===== src/rtl/load_store_unit_if.sv =====
// Bundle of processor-side request/response signals and d_mem bus signals for
// the load/store unit. The LSU takes the master view (it masters d_mem and
// answers the processor); the environment takes the slave view.
interface load_store_unit_if;
    logic        req;
    logic [3:0]  op;
    logic [31:0] addr;
    logic [31:0] wdata;
    logic        busy;
    logic        done;
    logic        err;
    logic [31:0] rdata;
    logic [31:0] Address;
    logic [31:0] WriteData;
    logic [31:0] ReadData;
    logic        MemRead;
    logic        MemWrite;

    modport master (
        input  req, op, addr, wdata, ReadData,
        output busy, done, err, rdata, Address, WriteData, MemRead, MemWrite
    );

    modport slave (
        output req, op, addr, wdata, ReadData,
        input  busy, done, err, rdata, Address, WriteData, MemRead, MemWrite
    );
endinterface


===== src/rtl/load_store_unit.sv =====
// Load/store unit: turns byte-addressed LB/LBU/LH/LHU/LW/SB/SH/SW requests into
// word-addressed d_mem cycles. Sub-word stores are read-modify-write.
// Optional: define LSU_SUBWORD_EN to build byte/half ops; without it only LW/SW
// are legal and the merge/extract logic is absent.
module load_store_unit #(
    parameter int unsigned MemSize = 10
) (
    input logic                clock,
    input logic                reset,
    load_store_unit_if.master  bus
);

    typedef enum logic [1:0] {StIdle, StRd, StWr, StResp} state_e;

    localparam logic [3:0] OpLw = 4'b0010;
    localparam logic [3:0] OpSw = 4'b1010;
`ifdef LSU_SUBWORD_EN
    localparam logic [3:0] OpLb  = 4'b0000;
    localparam logic [3:0] OpLh  = 4'b0001;
    localparam logic [3:0] OpLbu = 4'b0100;
    localparam logic [3:0] OpLhu = 4'b0101;
    localparam logic [3:0] OpSb  = 4'b1000;
    localparam logic [3:0] OpSh  = 4'b1001;

    logic [3:0]  op_q;
    logic [1:0]  lane_q;
    logic [15:0] wlo_q;

    // op[2] selects zero extension, op[1:0] selects byte/half/word.
    function automatic logic [31:0] extract(input logic [2:0] op, input logic [1:0] lane,
                                            input logic [31:0] word);
        logic [7:0]  b;
        logic [15:0] h;
        b = word[{lane, 3'b000} +: 8];
        h = lane[1] ? word[31:16] : word[15:0];
        case (op[1:0])
            2'b00:   extract = op[2] ? {24'd0, b} : {{24{b[7]}}, b};
            2'b01:   extract = op[2] ? {16'd0, h} : {{16{h[15]}}, h};
            default: extract = word;
        endcase
    endfunction

    // Little-endian lane replace; half selects SH over SB.
    function automatic logic [31:0] merge(input logic half, input logic [1:0] lane,
                                          input logic [15:0] wd, input logic [31:0] word);
        logic [31:0] w;
        w = word;
        if (half) begin
            if (lane[1]) w[31:16] = wd;
            else         w[15:0]  = wd;
        end else begin
            w[{lane, 3'b000} +: 8] = wd[7:0];
        end
        return w;
    endfunction
`endif

    state_e state_q;
    logic   op_legal;
    logic   misaligned;
    logic   out_of_range;
    logic   req_err;

    // Request legality: op code, alignment for its size, and word index range.
    always_comb begin
        op_legal   = 1'b0;
        misaligned = 1'b0;
        case (bus.op)
`ifdef LSU_SUBWORD_EN
            OpLb, OpLbu, OpSb: op_legal = 1'b1;
            OpLh, OpLhu, OpSh: begin
                op_legal   = 1'b1;
                misaligned = bus.addr[0];
            end
`endif
            OpLw, OpSw: begin
                op_legal   = 1'b1;
                misaligned = bus.addr[1:0] != 2'b00;
            end
            default: ;
        endcase
        out_of_range = (bus.addr[31:2] >> MemSize) != 30'd0;
        req_err      = !op_legal || misaligned || out_of_range;
    end

    // Sequencer with registered outputs; strobes follow the state being entered.
    always_ff @(posedge clock) begin
        if (!reset) begin
            state_q       <= StIdle;
            bus.busy      <= 1'b0;
            bus.done      <= 1'b0;
            bus.err       <= 1'b0;
            bus.rdata     <= 32'd0;
            bus.Address   <= 32'd0;
            bus.WriteData <= 32'd0;
            bus.MemRead   <= 1'b0;
            bus.MemWrite  <= 1'b0;
`ifdef LSU_SUBWORD_EN
            op_q          <= 4'd0;
            lane_q        <= 2'd0;
            wlo_q         <= 16'd0;
`endif
        end else begin
            case (state_q)
                StIdle: begin
                    if (bus.req) begin
                        bus.busy <= 1'b1;
`ifdef LSU_SUBWORD_EN
                        op_q   <= bus.op;
                        lane_q <= bus.addr[1:0];
                        wlo_q  <= bus.wdata[15:0];
`endif
                        if (req_err) begin
                            state_q  <= StResp;
                            bus.done <= 1'b1;
                            bus.err  <= 1'b1;
                        end else if (bus.op == OpSw) begin
                            state_q       <= StWr;
                            bus.MemWrite  <= 1'b1;
                            bus.Address   <= {2'b00, bus.addr[31:2]};
                            bus.WriteData <= bus.wdata;
                        end else begin
                            state_q     <= StRd;
                            bus.MemRead <= 1'b1;
                            bus.Address <= {2'b00, bus.addr[31:2]};
                        end
                    end
                end
                StRd: begin
                    bus.MemRead <= 1'b0;
`ifdef LSU_SUBWORD_EN
                    if (op_q[3]) begin
                        state_q       <= StWr;
                        bus.MemWrite  <= 1'b1;
                        bus.WriteData <= merge(op_q[0], lane_q, wlo_q, bus.ReadData);
                    end else begin
                        state_q   <= StResp;
                        bus.done  <= 1'b1;
                        bus.err   <= 1'b0;
                        bus.rdata <= extract(op_q[2:0], lane_q, bus.ReadData);
                    end
`else
                    state_q   <= StResp;
                    bus.done  <= 1'b1;
                    bus.err   <= 1'b0;
                    bus.rdata <= bus.ReadData;
`endif
                end
                StWr: begin
                    state_q      <= StResp;
                    bus.MemWrite <= 1'b0;
                    bus.done     <= 1'b1;
                    bus.err      <= 1'b0;
                end
                StResp: begin
                    state_q  <= StIdle;
                    bus.busy <= 1'b0;
                    bus.done <= 1'b0;
                    bus.err  <= 1'b0;
                end
                default: begin
                    state_q      <= StIdle;
                    bus.busy     <= 1'b0;
                    bus.done     <= 1'b0;
                    bus.MemRead  <= 1'b0;
                    bus.MemWrite <= 1'b0;
                end
            endcase
        end
    end

endmodule


===== src/flat_wrapper.sv =====
// flat-port wrapper written by rule: the top's interface ports become plain ports
module load_store_unit_flat 
#(
    parameter int unsigned MemSize = 10
)
  (clock, reset, bus_req, bus_op, bus_addr, bus_wdata, bus_ReadData, bus_busy, bus_done, bus_err, bus_rdata, bus_Address, bus_WriteData, bus_MemRead, bus_MemWrite);
  load_store_unit_if bus_i ();
  input logic clock;
  input logic reset;
  input wire logic [$bits(bus_i.req)-1:0] bus_req;
  input wire logic [$bits(bus_i.op)-1:0] bus_op;
  input wire logic [$bits(bus_i.addr)-1:0] bus_addr;
  input wire logic [$bits(bus_i.wdata)-1:0] bus_wdata;
  input wire logic [$bits(bus_i.ReadData)-1:0] bus_ReadData;
  output wire logic [$bits(bus_i.busy)-1:0] bus_busy;
  output wire logic [$bits(bus_i.done)-1:0] bus_done;
  output wire logic [$bits(bus_i.err)-1:0] bus_err;
  output wire logic [$bits(bus_i.rdata)-1:0] bus_rdata;
  output wire logic [$bits(bus_i.Address)-1:0] bus_Address;
  output wire logic [$bits(bus_i.WriteData)-1:0] bus_WriteData;
  output wire logic [$bits(bus_i.MemRead)-1:0] bus_MemRead;
  output wire logic [$bits(bus_i.MemWrite)-1:0] bus_MemWrite;
  assign bus_i.req = bus_req;
  assign bus_i.op = bus_op;
  assign bus_i.addr = bus_addr;
  assign bus_i.wdata = bus_wdata;
  assign bus_i.ReadData = bus_ReadData;
  assign bus_busy = bus_i.busy;
  assign bus_done = bus_i.done;
  assign bus_err = bus_i.err;
  assign bus_rdata = bus_i.rdata;
  assign bus_Address = bus_i.Address;
  assign bus_WriteData = bus_i.WriteData;
  assign bus_MemRead = bus_i.MemRead;
  assign bus_MemWrite = bus_i.MemWrite;
  load_store_unit #(.MemSize(MemSize)) u_core (.clock(clock), .reset(reset), .bus(bus_i));
endmodule

===== config.mk =====
export PLATFORM = sky130hd
export DESIGN_NAME = load_store_unit_flat
export DESIGN_NICKNAME = d
export VERILOG_FILES = /design/src/rtl/load_store_unit_if.sv /design/src/rtl/load_store_unit.sv /design/src/flat_wrapper.sv
export SDC_FILE = /design/constraint.sdc
export NUM_CORES = 1
export LEC_CHECK = 0
export ABC_AREA = 1
export ABC_CLOCK_PERIOD_IN_PS = 1800
export CAP_MARGIN = 20
export CORE_ASPECT_RATIO = 1.4
export CORE_UTILIZATION = 40
export DETAILED_ROUTE_END_ITERATION = 10
export GPL_TIMING_DRIVEN = 0
export PLACE_DENSITY = 0.87
export SYNTH_ARGS = -nofsm -noshare
export SYNTH_HDL_FRONTEND = slang
export SYNTH_SLANG_ARGS = --single-unit

===== constraint.sdc =====
create_clock -name clock -period 1.8 [get_ports clock]
set_input_delay 0.36 -clock clock [delete_from_list [all_inputs] [get_ports clock]]
set_output_delay 0.36 -clock clock [all_outputs]
set_load 0.1 [all_outputs]

Word-level counts from Yosys, hierarchy flattened
Cells that the tools add are included.
Widths: inputs -> output; s select.
{"block": "op_classes", "n_eq_ne": 10, "muxes": 20, "n_bitwise": 1, "reduce_logical": 18}
{"op": "$reduce_bool 30->1", "n": 1}
{"op": "$reduce_and 4->1", "n": 3}
{"op": "$mux 1", "n": 11}
{"op": "$pmux 1 s2", "n": 4}
{"op": "$reduce_bool 2->1", "n": 4}
{"op": "$mux 2", "n": 3}
{"op": "$ne 2x2->1 const B", "n": 3}
{"op": "$pmux 2 s3", "n": 1}
{"op": "$eq 2x2->1 const B", "n": 2}
{"op": "$eq 4x2->1 const B", "n": 1}
{"op": "$eq 4x4->1 const B", "n": 1}
{"op": "$ne 2x1->1 const B", "n": 2}
{"op": "$reduce_and 2->1", "n": 2}
{"op": "$reduce_or 2->1", "n": 2}
{"op": "$pmux 1 s3", "n": 1}
{"op": "$reduce_and 3->1", "n": 1}
{"op": "$reduce_or 3->1", "n": 1}
{"op": "$eq 2x1->1 const B", "n": 1}
{"op": "$logic_not 2->1", "n": 1}
{"op": "$logic_or 1x1->1", "n": 2}
{"op": "$logic_not 1->1", "n": 1}
{"op": "$not 1->1", "n": 1}
{"block": "totals", "ff_bits": 101, "input_bits": 103, "output_inout_bits": 101, "elab_cells": 58}

Longest topological paths before layout
Gate-level depths: netlist of the first run.
{"block": "logic_depth", "word_depth": 9, "ltp_mapped": 11}

Worst setup path after synthesis of the first run
OpenSTA, ideal clock, no wires.
{"block": "synth_path", "path_kind": "reg-to-reg", "from": "register u_core.state_q[0]", "to": "register u_core.bus.Address[10]", "setup_ns": 0.061, "arrival_ns": 1.444, "required_time_ns": 1.739, "slack_ns": 0.295, "stages_incl_launch_ff": 10, "path_cell_list": "dfxtp_1 -> inv_1 -> ha_1 -> buf_2 -> nand2_1 -> inv_2 -> nand2_1 -> clkbuf_1 -> nand3_1 -> inv_1"}
{"block": "synth_between", "elab_chain_len": 2}
{"element": "start, declared", "line": "load_store_unit.sv:58", "source": "state_e state_q;"}
{"element": "start signal, assigned", "line": "load_store_unit.sv:89", "source": "state_q <= StIdle;"}
{"element": "start signal, assigned", "line": "load_store_unit.sv:114", "source": "state_q <= StResp;"}
{"element": "start signal, assigned", "line": "load_store_unit.sv:118", "source": "state_q <= StWr;"}
{"element": "$logic_not 2->1", "line": "load_store_unit.sv:104", "source": "case (state_q)"}
{"element": "$reduce_and 3->1 (no source line)"}
{"element": "end signal, assigned", "line": "load_store_unit.sv:120", "source": "bus.Address <= {2'b00, bus.addr[31:2]};"}
{"element": "end signal, assigned", "line": "load_store_unit.sv:125", "source": "bus.Address <= {2'b00, bus.addr[31:2]};"}
{"element": "end, declared", "line": "load_store_unit_if.sv:21", "source": "output busy, done, err, rdata, Address, WriteData, MemRead, MemWrite"}
No other way between the ends.
A chain may end at the register's enable or synchronous reset.

Worst setup path after layout of the first run
{"block": "layout_path", "from": "input port bus_addr[0]", "to": "register u_core.bus.WriteData[4]"}
{"block": "layout_between", "elab_chain_len": 6}
{"element": "start, declared", "line": "flat_wrapper.sv:12", "source": "input wire logic [$bits(bus_i.addr)-1:0] bus_addr;"}
{"element": "$reduce_bool 2->1", "line": "load_store_unit.sv:78", "source": "misaligned = bus.addr[1:0] != 2'b00;"}
{"element": "$mux 1", "line": "load_store_unit.sv:68", "source": "case (bus.op)"}
{"element": "$logic_or 1x1->1 (2 in a row)", "line": "load_store_unit.sv:83", "source": "req_err = !op_legal || misaligned || out_of_range;"}
{"element": "$not 1->1 (no source line)"}
{"element": "$reduce_and 4->1 (no source line)"}
{"element": "end signal, assigned", "line": "load_store_unit.sv:121", "source": "bus.WriteData <= bus.wdata;"}
{"element": "end, declared", "line": "load_store_unit_if.sv:21"}
No other way between the ends.

==> impl_metrics.ini, run 1 <==
[outcome]
status = completed

[final_layout]
nFillCells = 752
stdcell_area_um2 = 6614
multi_input_area_um2 = 1503
finalNetCount = 877
seqCellArea_um2 = 2022
diodes = 0
final_common_cell = nor2_1
drive_gt1_share_pct = 18.32
final_cell_count_no_fill = 907
final_util_pct = 69.53
final_cell_mix = nor2_1, clkdlybuf4s50_1, dfxtp_1
syn_to_final_growth_pct = 67.38

[floorplan]
start_util_pct = 41.54
die_x_um = 86
core_area_um2 = 9512
die_area_um2 = 10290
io_pins = 204
die_y_um = 119.6
rows = 42

[clocking]
cts-buffers-inserted = 9
htree_levels = 3
cts.sinks = 101
path_clk_slew_ns = 0.07
clk_path_buf_depth = 2
holdBufCountCts = 0
insertion_delay_ns = 0.34
cts_setup_buffers = 0
cts_tree = done
clock-root-buffer = clkbuf_16

[timing]
whs_ns = 0.4535
setup_slack_ns = 0.1117
clock.fmax_mhz = 592.3
worst_pin_slew_ns = 0.5827
finalClockSkew_ns = 0.005954
period_share_pct = 93.80
finalMaxSlewViolations = 0
setup_viol = 0
rsz0062_at_grt = yes
finalHoldViolations = 0
final.min_clock_period_ns = 1.688
relSlewSlack_pct = 61.15

[place]
dpl_cell_area_um2 = 6122
hpwl_um = 8912
gp_congestion = 0.8015
pre_cts_ws_ns = -0.4026
port_buffers = 200
dp_cells = 891

[hold_path]
min-delay-start = u_core.bus.Address[28]
hp-class = flop to flop

[setup_path]
startpoint = bus_addr[0]
crit_fanout = 10
regToRegStartpoint = u_core.state_q[0]
end_kind = flop
start_kind = primary input
worstPathArrival_ns = 1.92
critical_path_class = primary input to flop
cp.required_ns = 2.03

[yosys]
netlist_instances = 558
synthAdderAreaFrac_pct = 1.267
synthXorXnorAreaFrac_pct = 0
syn_avg_cell_area_um2 = 7.081
synth_warnings = 0
synth_top_family_by_area = simple AND/OR/NAND/NOR gates
yosysSeqAreaShare_pct = 51.17
netlist_area_um2 = 3951
synth-compound-area-share_pct = 6.301
synthMuxAreaShare_pct = 0
ys_seq_elements = 101
synth_cell_type_count = 20
synth-simple-area-share_pct = 29.54

[route]
drt_iter0_drc = 176
antenna_left = 0
drc = 0
post_drt_wl_per_cell_um = 12.93
dr.pass1.iters = 4
routed_wl_um = 11730
avgViaCountPerCell = 4.549
via_count = 4126

[global_route]
antenna_found_initial = 0
grt_pass1_wl_um = 18280
grt_usage_pct = 22.47
overflow = 0
grt_pass1_vias = 4042
grt_max_degree = 19

[power_and_ir_drop]
p_leak_nw = 3.099
powerDensity_nw_per_um2 = 1199
peakVddDrop_mv = 0.8284

[run]
max_cap_violations = 0
[routing by layer]
layer,global-route usage (%),share of wire [%]
met2,43.75,55
met3,4.402,5.7
met5,0,0
met4,10.21,2.7
met1,22.17,37
[area by class of cell]
type,instances,share of cell area [%]
Buffer,29,2.724
Clock buffer,9,3.405
Clock inverter,7,1.230
Inverter,83,4.711
Multi-Input combinational cell,346,22.72
Sequential cell,101,30.57
Tap cell,132,2.497
Timing Repair Buffer,200,32.14
[flip-flops by register name, summed over array words and instances, names as in the netlist]
signal / count
u_core.bus.Address: 30
u_core.bus.MemRead: 1
u_core.bus.MemWrite: 1
u_core.bus.WriteData: 32
u_core.bus.busy: 1
u_core.bus.done: 1
u_core.bus.err: 1
u_core.bus.rdata: 32
u_core.state_q: 2
[cells by family after synthesis]
family / after synthesis
AOI/OAI and AO/OA: 49
buffers and inverters: 112
adders and majority gates: 4
DFF: 101
other: 1
and+or+nand+nor: 291
[final timing paths]
check	end	slack, ns	cells past startpoint
worst min register to register	u_core.bus.Address[28]	0.45	2
worst max register to register	u_core.bus.Address[23]	0.12	9
worst min-delay path	u_core.bus.Address[28]	0.45	2
worst max-delay path	u_core.bus.WriteData[4]	0.11	8
[metrics by stage]
step / power [mW] / TNS [ns]
floorplan: 5.106 / 0
global placement: 5.978 / -17.94
detailed placement: 6.045 / -19.33
CTS: 7.949 / 0
global route: 8.234 / -0.2512
finish: 7.929 / 0
[where the power goes]
group          leakage [nW]  internal [mW]  total (mW)  switching, mW
Sequential            0.822           2.50        2.64          0.138
Clock                 0.153           1.10        1.98          0.879
Combinational          2.12          0.764        3.31           2.54
[Yosys cell counts]
| master | number | area share (%) |
|---|---|---|
| o221ai_1 | 1 | 0.22 |
| conb_1 | 1 | 0.095 |
| nor2_1 | 166 | 16 |
| nor2_2 | 1 | 0.16 |
| nand2_1 | 91 | 8.6 |
| a21oi_1 | 5 | 0.63 |
| ha_1 | 4 | 1.3 |
| inv_2 | 1 | 0.095 |
| buf_1 | 4 | 0.38 |
| o21ai_0 | 43 | 5.4 |
| dfxtp_1 | 101 | 51 |
| buf_2 | 7 | 0.89 |
| nand3_1 | 26 | 3.3 |
| clkbuf_1 | 13 | 1.2 |
| buf_6 | 3 | 0.85 |
| buf_4 | 2 | 0.38 |
| nor3_2 | 3 | 0.76 |
| nand3_4 | 1 | 0.44 |
| inv_1 | 82 | 7.8 |
| nand4_1 | 3 | 0.48 |
[worst max-delay path: stages]
cell and delay [ns]:
clkdlybuf4s50_1 0.43, nor3_2 0.24, nand3_2 0.17, nor2_4 0.17, nand3_4 0.16, buf_6 0.20, nor2_1 0.12, nor2_1 0.06
[timing repair]
item                                    CTS  global route
endpoints found under the setup margin  129            61
gates resized for setup                 300            26
pin swaps                                 0             1
Note: power is estimated with default switching activity, not from simulation.
==> run 2, diff against run 1 <==
--- a/config.mk
+++ b/config.mk
@@ -6,13 +6,13 @@
 export NUM_CORES = 1
 export LEC_CHECK = 0
 export ABC_AREA = 1
-export ABC_CLOCK_PERIOD_IN_PS = 1800
+export ABC_CLOCK_PERIOD_IN_PS = 1400
 export CAP_MARGIN = 20
 export CORE_ASPECT_RATIO = 1.4
-export CORE_UTILIZATION = 40
+export CORE_UTILIZATION = 36
 export DETAILED_ROUTE_END_ITERATION = 10
 export GPL_TIMING_DRIVEN = 0
-export PLACE_DENSITY = 0.87
+export PLACE_DENSITY = 0.83
 export SYNTH_ARGS = -nofsm -noshare
 export SYNTH_HDL_FRONTEND = slang
 export SYNTH_SLANG_ARGS = --single-unit
==> constraint.sdc (replaced) <==
create_clock -name clock -period 1.4 [get_ports clock]
set_input_delay 0.28 -clock clock [delete_from_list [all_inputs] [get_ports clock]]
set_output_delay 0.28 -clock clock [all_outputs]
set_load 0.1 [all_outputs]
==> impl_metrics.ini, run 2 (same netlist as run 1, synthesis figures left out) <==
[outcome]
status = finished, violations left
violations = negative setup slack

[setup_path]
start_kind = primary input
worstPathArrival_ns = 1.70
cp_slowest_cell = nor3_4
r2r_cells = 7
crit_path_max_incr_delay_ns = 0.23
end_kind = flop
r2r-end = u_core.bus.Address[9]
worstPathCellList = buf_6, nor3_4, nand3_4, buf_6, nor2_4, buf_6, buf_12, nand3_4, buf_6, nand2_2, nand2_2, nor2_2
path_buf_inv = 5
crit_fanout = 5
cp_top_family = simple AND/OR/NAND/NOR gates
cp.required_ns = 1.68
regToRegStartpoint = u_core.state_q[0]
reg2reg_slack_ns = 0
critical_path_class = primary input to flop
crit_path_frequent_cell = buf_6

[final_layout]
nFillCells = 928
syn_to_final_growth_pct = 72.61
top_regs = u_core.bus.WriteData (32), u_core.bus.rdata (32), u_core.bus.Address (30)
final_util_pct = 64.86
diodes = 0
drive_gt1_share_pct = 35.58
finalNetCount = 917
final_common_cell = nor2_1
final_cell_mix = nor2_1, dfxtp_1, clkdlybuf4s50_1

[timing]
whs_ns = 0.4488
worst_pin_slew_ns = 0.5707
tns_ns = -0.03520
finalMaxSlewViolations = 0
rsz0062_at_grt = yes
clock.fmax_mhz = 701.2
finalClockSkew_ns = 0.006074
relSlewSlack_pct = 61.95
setup_viol = 2
finalHoldViolations = 0
final.min_clock_period_ns = 1.426
period_share_pct = 101.9
setup_slack_ns = -0.02607

[global_route]
grt_pass1_vias = 4101
antenna_found_initial = 0
grt_max_degree = 19
grt_pass1_wl_um = 19490
grt_usage_pct = 21.35
overflow = 0

[floorplan]
die_y_um = 126.0
core_area_um2 = 10520
die_area_um2 = 11400
die_x_um = 90.54
io_pins = 204
rows = 44
start_util_pct = 37.58

[clocking]
cts_tree = done
cts-buffers-inserted = 9
clk_path_buf_depth = 2
clock-root-buffer = clkbuf_16
htree_levels = 3
cts.sinks = 101
insertion_delay_ns = 0.34
path_clk_slew_ns = 0.07

[route]
via_count = 4365
antenna_left = 0
dr.pass1.iters = 4
drt_iter0_drc = 182
drc = 0
post_drt_wl_per_cell_um = 13.53
routed_wl_um = 12890
avgViaCountPerCell = 4.580

[hold_path]
min_path_cells = 2
hp-class = flop to flop
min-delay-start = u_core.bus.Address[26]
hold_end = u_core.bus.Address[26]

[power_and_ir_drop]
total_power_mw = 10.21
pwr-share-seq_pct = 33.1
clkPwrFrac_pct = 23.1
swShare_pct = 46.14
powerDensity_nw_per_um2 = 1497
p_int_mw = 5.499
p_leak_nw = 3.430
pwr-share-comb_pct = 43.7
peakVddDrop_mv = 1.271
switchingPower_mw = 4.712

[run]
max_cap_violations = 0

[place]
gp_congestion = 0.7953
port_buffers = 200
hpwl_um = 8230
==> run 2: metal layers <==
layer	global-route usage (%)	up-vias	part of all wire, %	wire length, µm
li1	-	2175	-	-
met1	23.75	1987	38	4952
met2	39.26	176	53	6871
met3	4.046	27	5.6	716
met4	9.013	0	2.7	350
met5	0	-	0	0
==> run 2: layout make-up <==
| cell class | instances | area [µm²] | share of cell area (%) |
|---|---|---|---|
| inverter | 83 | 324.1 | 4.751 |
| timing repair buffer | 239 | 2023 | 29.66 |
| multi-input combinational | 348 | 1803 | 26.44 |
| sequential | 101 | 2024 | 29.68 |
| buffer | 28 | 190.2 | 2.788 |
| clock buffer | 9 | 225.2 | 3.302 |
| tap | 138 | 172.7 | 2.532 |
| clock inverter | 7 | 57.56 | 0.8439 |
==> run 2: repair_timing <==
item                       in CTS  in global routing
resized for setup             624                189
setup endpoints to repair     194                160
setup buffers                  22                  9
pin swaps                      26                 39
hold buffers                    0                  0
cloned                          9                  1
==> run 2: worst max path at each step <==
stage                            startpoint                       end  slack (ns)  cells past startpoint
after detailed placement       bus_addr[15]     u_core.bus.Address[7]       -0.61                     10
after CTS                 u_core.state_q[0]  u_core.bus.WriteData[16]      -0.002                     10
final                           bus_addr[0]   u_core.bus.WriteData[7]       -0.03                     12
after global routing           bus_addr[21]   u_core.bus.WriteData[7]       -0.08                     13
after global placement         bus_addr[16]     u_core.bus.Address[7]       -0.58                     10
after floorplan           u_core.state_q[0]   u_core.bus.WriteData[0]      -0.008                      9
==> run 2: power by group through the flow <==
stage | Sequential, mW | Clock (mW) | Combinational (mW)
finish | 3.38 | 2.36 | 4.47
CTS | 3.38 | 2.42 | 4.28
global placement | 3.43 | 0 | 4.30
global route | 3.43 | 2.55 | 4.68
detailed placement | 3.45 | 0 | 4.31
floorplan | 5.74 | 0 | 0.830
==> run 2: stage by stage <==
step           worst slack [ns]  cells  area, µm²
6_report               -0.02607    953       6820
3_5_place_dp            -0.6121    897       6143
2_1_floorplan         -0.007789    559       3969
3_3_place_gp            -0.5784    897       6143
5_1_grt                -0.08211    953       6820
4_1_cts               -0.001950    944       6391
==> run 2: tightest hold or removal path: cells and delay by family (launching register included) <==
family / cells / cell delay, ns
flip-flops: 1 / 0.31
buffers and inverters: 1 / 0.03
AND/OR/NAND/NOR: 1 / 0.07
==> run 3, diff against run 2 <==
--- a/config.mk
+++ b/config.mk
@@ -6,13 +6,14 @@
 export NUM_CORES = 1
 export LEC_CHECK = 0
 export ABC_AREA = 1
-export ABC_CLOCK_PERIOD_IN_PS = 1400
+export ABC_CLOCK_PERIOD_IN_PS = 1700
 export CAP_MARGIN = 20
 export CORE_ASPECT_RATIO = 1.4
-export CORE_UTILIZATION = 36
+export CORE_UTILIZATION = 43
 export DETAILED_ROUTE_END_ITERATION = 10
 export GPL_TIMING_DRIVEN = 0
-export PLACE_DENSITY = 0.83
+export PLACE_DENSITY = 0.92
+export SKIP_LAST_GASP = 1
 export SYNTH_ARGS = -nofsm -noshare
 export SYNTH_HDL_FRONTEND = slang
 export SYNTH_SLANG_ARGS = --single-unit
==> constraint.sdc (replaced) <==
create_clock -name clock -period 1.7 [get_ports clock]
set_input_delay 0.34 -clock clock [delete_from_list [all_inputs] [get_ports clock]]
set_output_delay 0.34 -clock clock [all_outputs]
set_load 0.1 [all_outputs]
==> impl_metrics.ini, run 3 (same netlist as run 1, synthesis figures left out) <==
[clocking]
cts_tree = done
path_clk_slew_ns = 0.07
clock-root-buffer = clkbuf_16
clk_path_buf_depth = 2
htree_levels = 3
cts.sinks = 101
holdBufCountCts = 0
insertion_delay_ns = 0.33
cts-buffers-inserted = 9

[outcome]
status = finished, violations left
violations = negative setup slack

[global_route]
antenna_found_initial = 1
grtUsageMet2_pct = 44.70
grt_usage_pct = 23.14
grt-busiest-layer = met2
grt_pass1_wl_um = 18110
use_met1_pct = 23.73
grt_max_degree = 17
grt_pass1_vias = 4031
overflow = 0
grt_use_met3_pct = 4.701

[setup_path]
worstPathArrival_ns = 2.00
regToRegStartpoint = u_core.state_q[1]
cp.required_ns = 1.96
critical_path_class = primary input to flop
end_kind = flop
crit_fanout = 8
startpoint = bus_addr[24]
start_kind = primary input

[floorplan]
start_util_pct = 44.01
die_y_um = 115.4
rows = 41
core_area_um2 = 8977
die_area_um2 = 9582
die_x_um = 83.02
io_pins = 204

[place]
port_buffers = 200
hpwl_um = 8732
gp_congestion = 0.8679

[timing]
relSlewSlack_pct = 61.64
rsz0062_at_grt = yes
period_share_pct = 102.2
setup_slack_ns = -0.03762
worst_pin_slew_ns = 0.5780
finalMaxSlewViolations = 0
finalHoldViolations = 0
whs_ns = 0.4575
finalClockSkew_ns = 0.004717
clock.fmax_mhz = 575.5
final.min_clock_period_ns = 1.738
setup_viol = 1

[power_and_ir_drop]
p_leak_nw = 3.313
peakVddDrop_mv = 1.303
total_power_mw = 8.282
powerDensity_nw_per_um2 = 1226

[final_layout]
final_cell_mix = nor2_1, dfxtp_1, clkdlybuf4s15_2
top_regs = u_core.bus.WriteData (32), u_core.bus.rdata (32), u_core.bus.Address (30)
finalNetCount = 886
drive_gt1_share_pct = 21.30
syn_to_final_growth_pct = 70.96
final_util_pct = 75.25
final_common_cell = nor2_1

[route]
dr.pass1.iters = 4
via_count = 4276
avgViaCountPerCell = 4.794
antenna_left = 0
routed_wl_um = 12370
post_drt_wl_per_cell_um = 13.87
drt_iter0_drc = 147
drc = 0

[hold_path]
min-delay-start = u_core.bus.Address[25]
hp-class = flop to flop

[run]
max_cap_violations = 0
## run 3: changes by cell type in the layout (fill, tap and decap cells not counted), sizes merged
cell	before	now
dlymetal6s2s	0	20
diode	0	1
clkdlybuf4s15	1	99
dlygate4sd2	1	0
inv	85	84
clkbuf	98	24
buf	100	25
clkdlybuf4s50	76	81
nand3	29	28
clkinv	3	1
## run 3: final timing paths
kind	to	slack [ns]	cells after the start
worst max-delay path	u_core.bus.WriteData[26]	-0.04	11
worst min-delay path	u_core.bus.Address[25]	0.46	2
worst max register to register	u_core.bus.WriteData[26]	0.05	10
worst min register to register	u_core.bus.Address[25]	0.46	2
## run 3: stage by stage
step | setup TNS (ns) | cell area, µm² | cells | setup slack [ns]
final | -0.03762 | 6755 | 892 | -0.03762
after global routing | -0.7323 | 6755 | 892 | -0.1050
after CTS | 0 | 6534 | 883 | 0.0009885
after detailed placement | -30.99 | 6091 | 866 | -0.4457
after global placement | -28.66 | 6091 | 866 | -0.4058
after floorplan | 0 | 3955 | 559 | 0.1951
## run 3: layer usage
layer / share of wire [%] / vias to the layer above / routed length, µm
li1: - / 2107 / -
met1: 36 / 1965 / 4499
met2: 54 / 161 / 6714
met3: 5.3 / 43 / 655
met4: 4.1 / 0 / 504
met5: 0 / - / 0
## run 3: final cells by class
class	instances	area [µm²]
well taps	107	133.9
clock buffers	12	246.5
fillers	615	2222
multi-input cells	347	1585
plain buffers	29	182.7
repair buffers	208	2236
diodes	1	2.502
clock inverters	4	32.53
flip-flops and latches	101	2022
inverters	83	314.1
## run 3: power breakdown
part	switching (mW)	leakage (nW)	internal [mW]
combinational	2.73	2.36	0.834
sequential	0.143	0.822	2.65
clock	0.882	0.129	1.04
## run 3: what timing repair did
action                     in CTS  in global routing
resized for setup             308                 64
pin swaps                       1                 21
buffers inserted                1                  3
gates cloned                    0                  5
setup endpoints to repair     130                 75
## run 3: worst max-delay path: stages
cell	delay, ns
clkdlybuf4s50_1	0.39
inv_1	0.07
nand2_2	0.07
nor2_4	0.12
nand3_4	0.12
nor2_4	0.22
nand3_4	0.19
buf_2	0.22
nand2_1	0.07
nand2_1	0.07
nor2_1	0.13
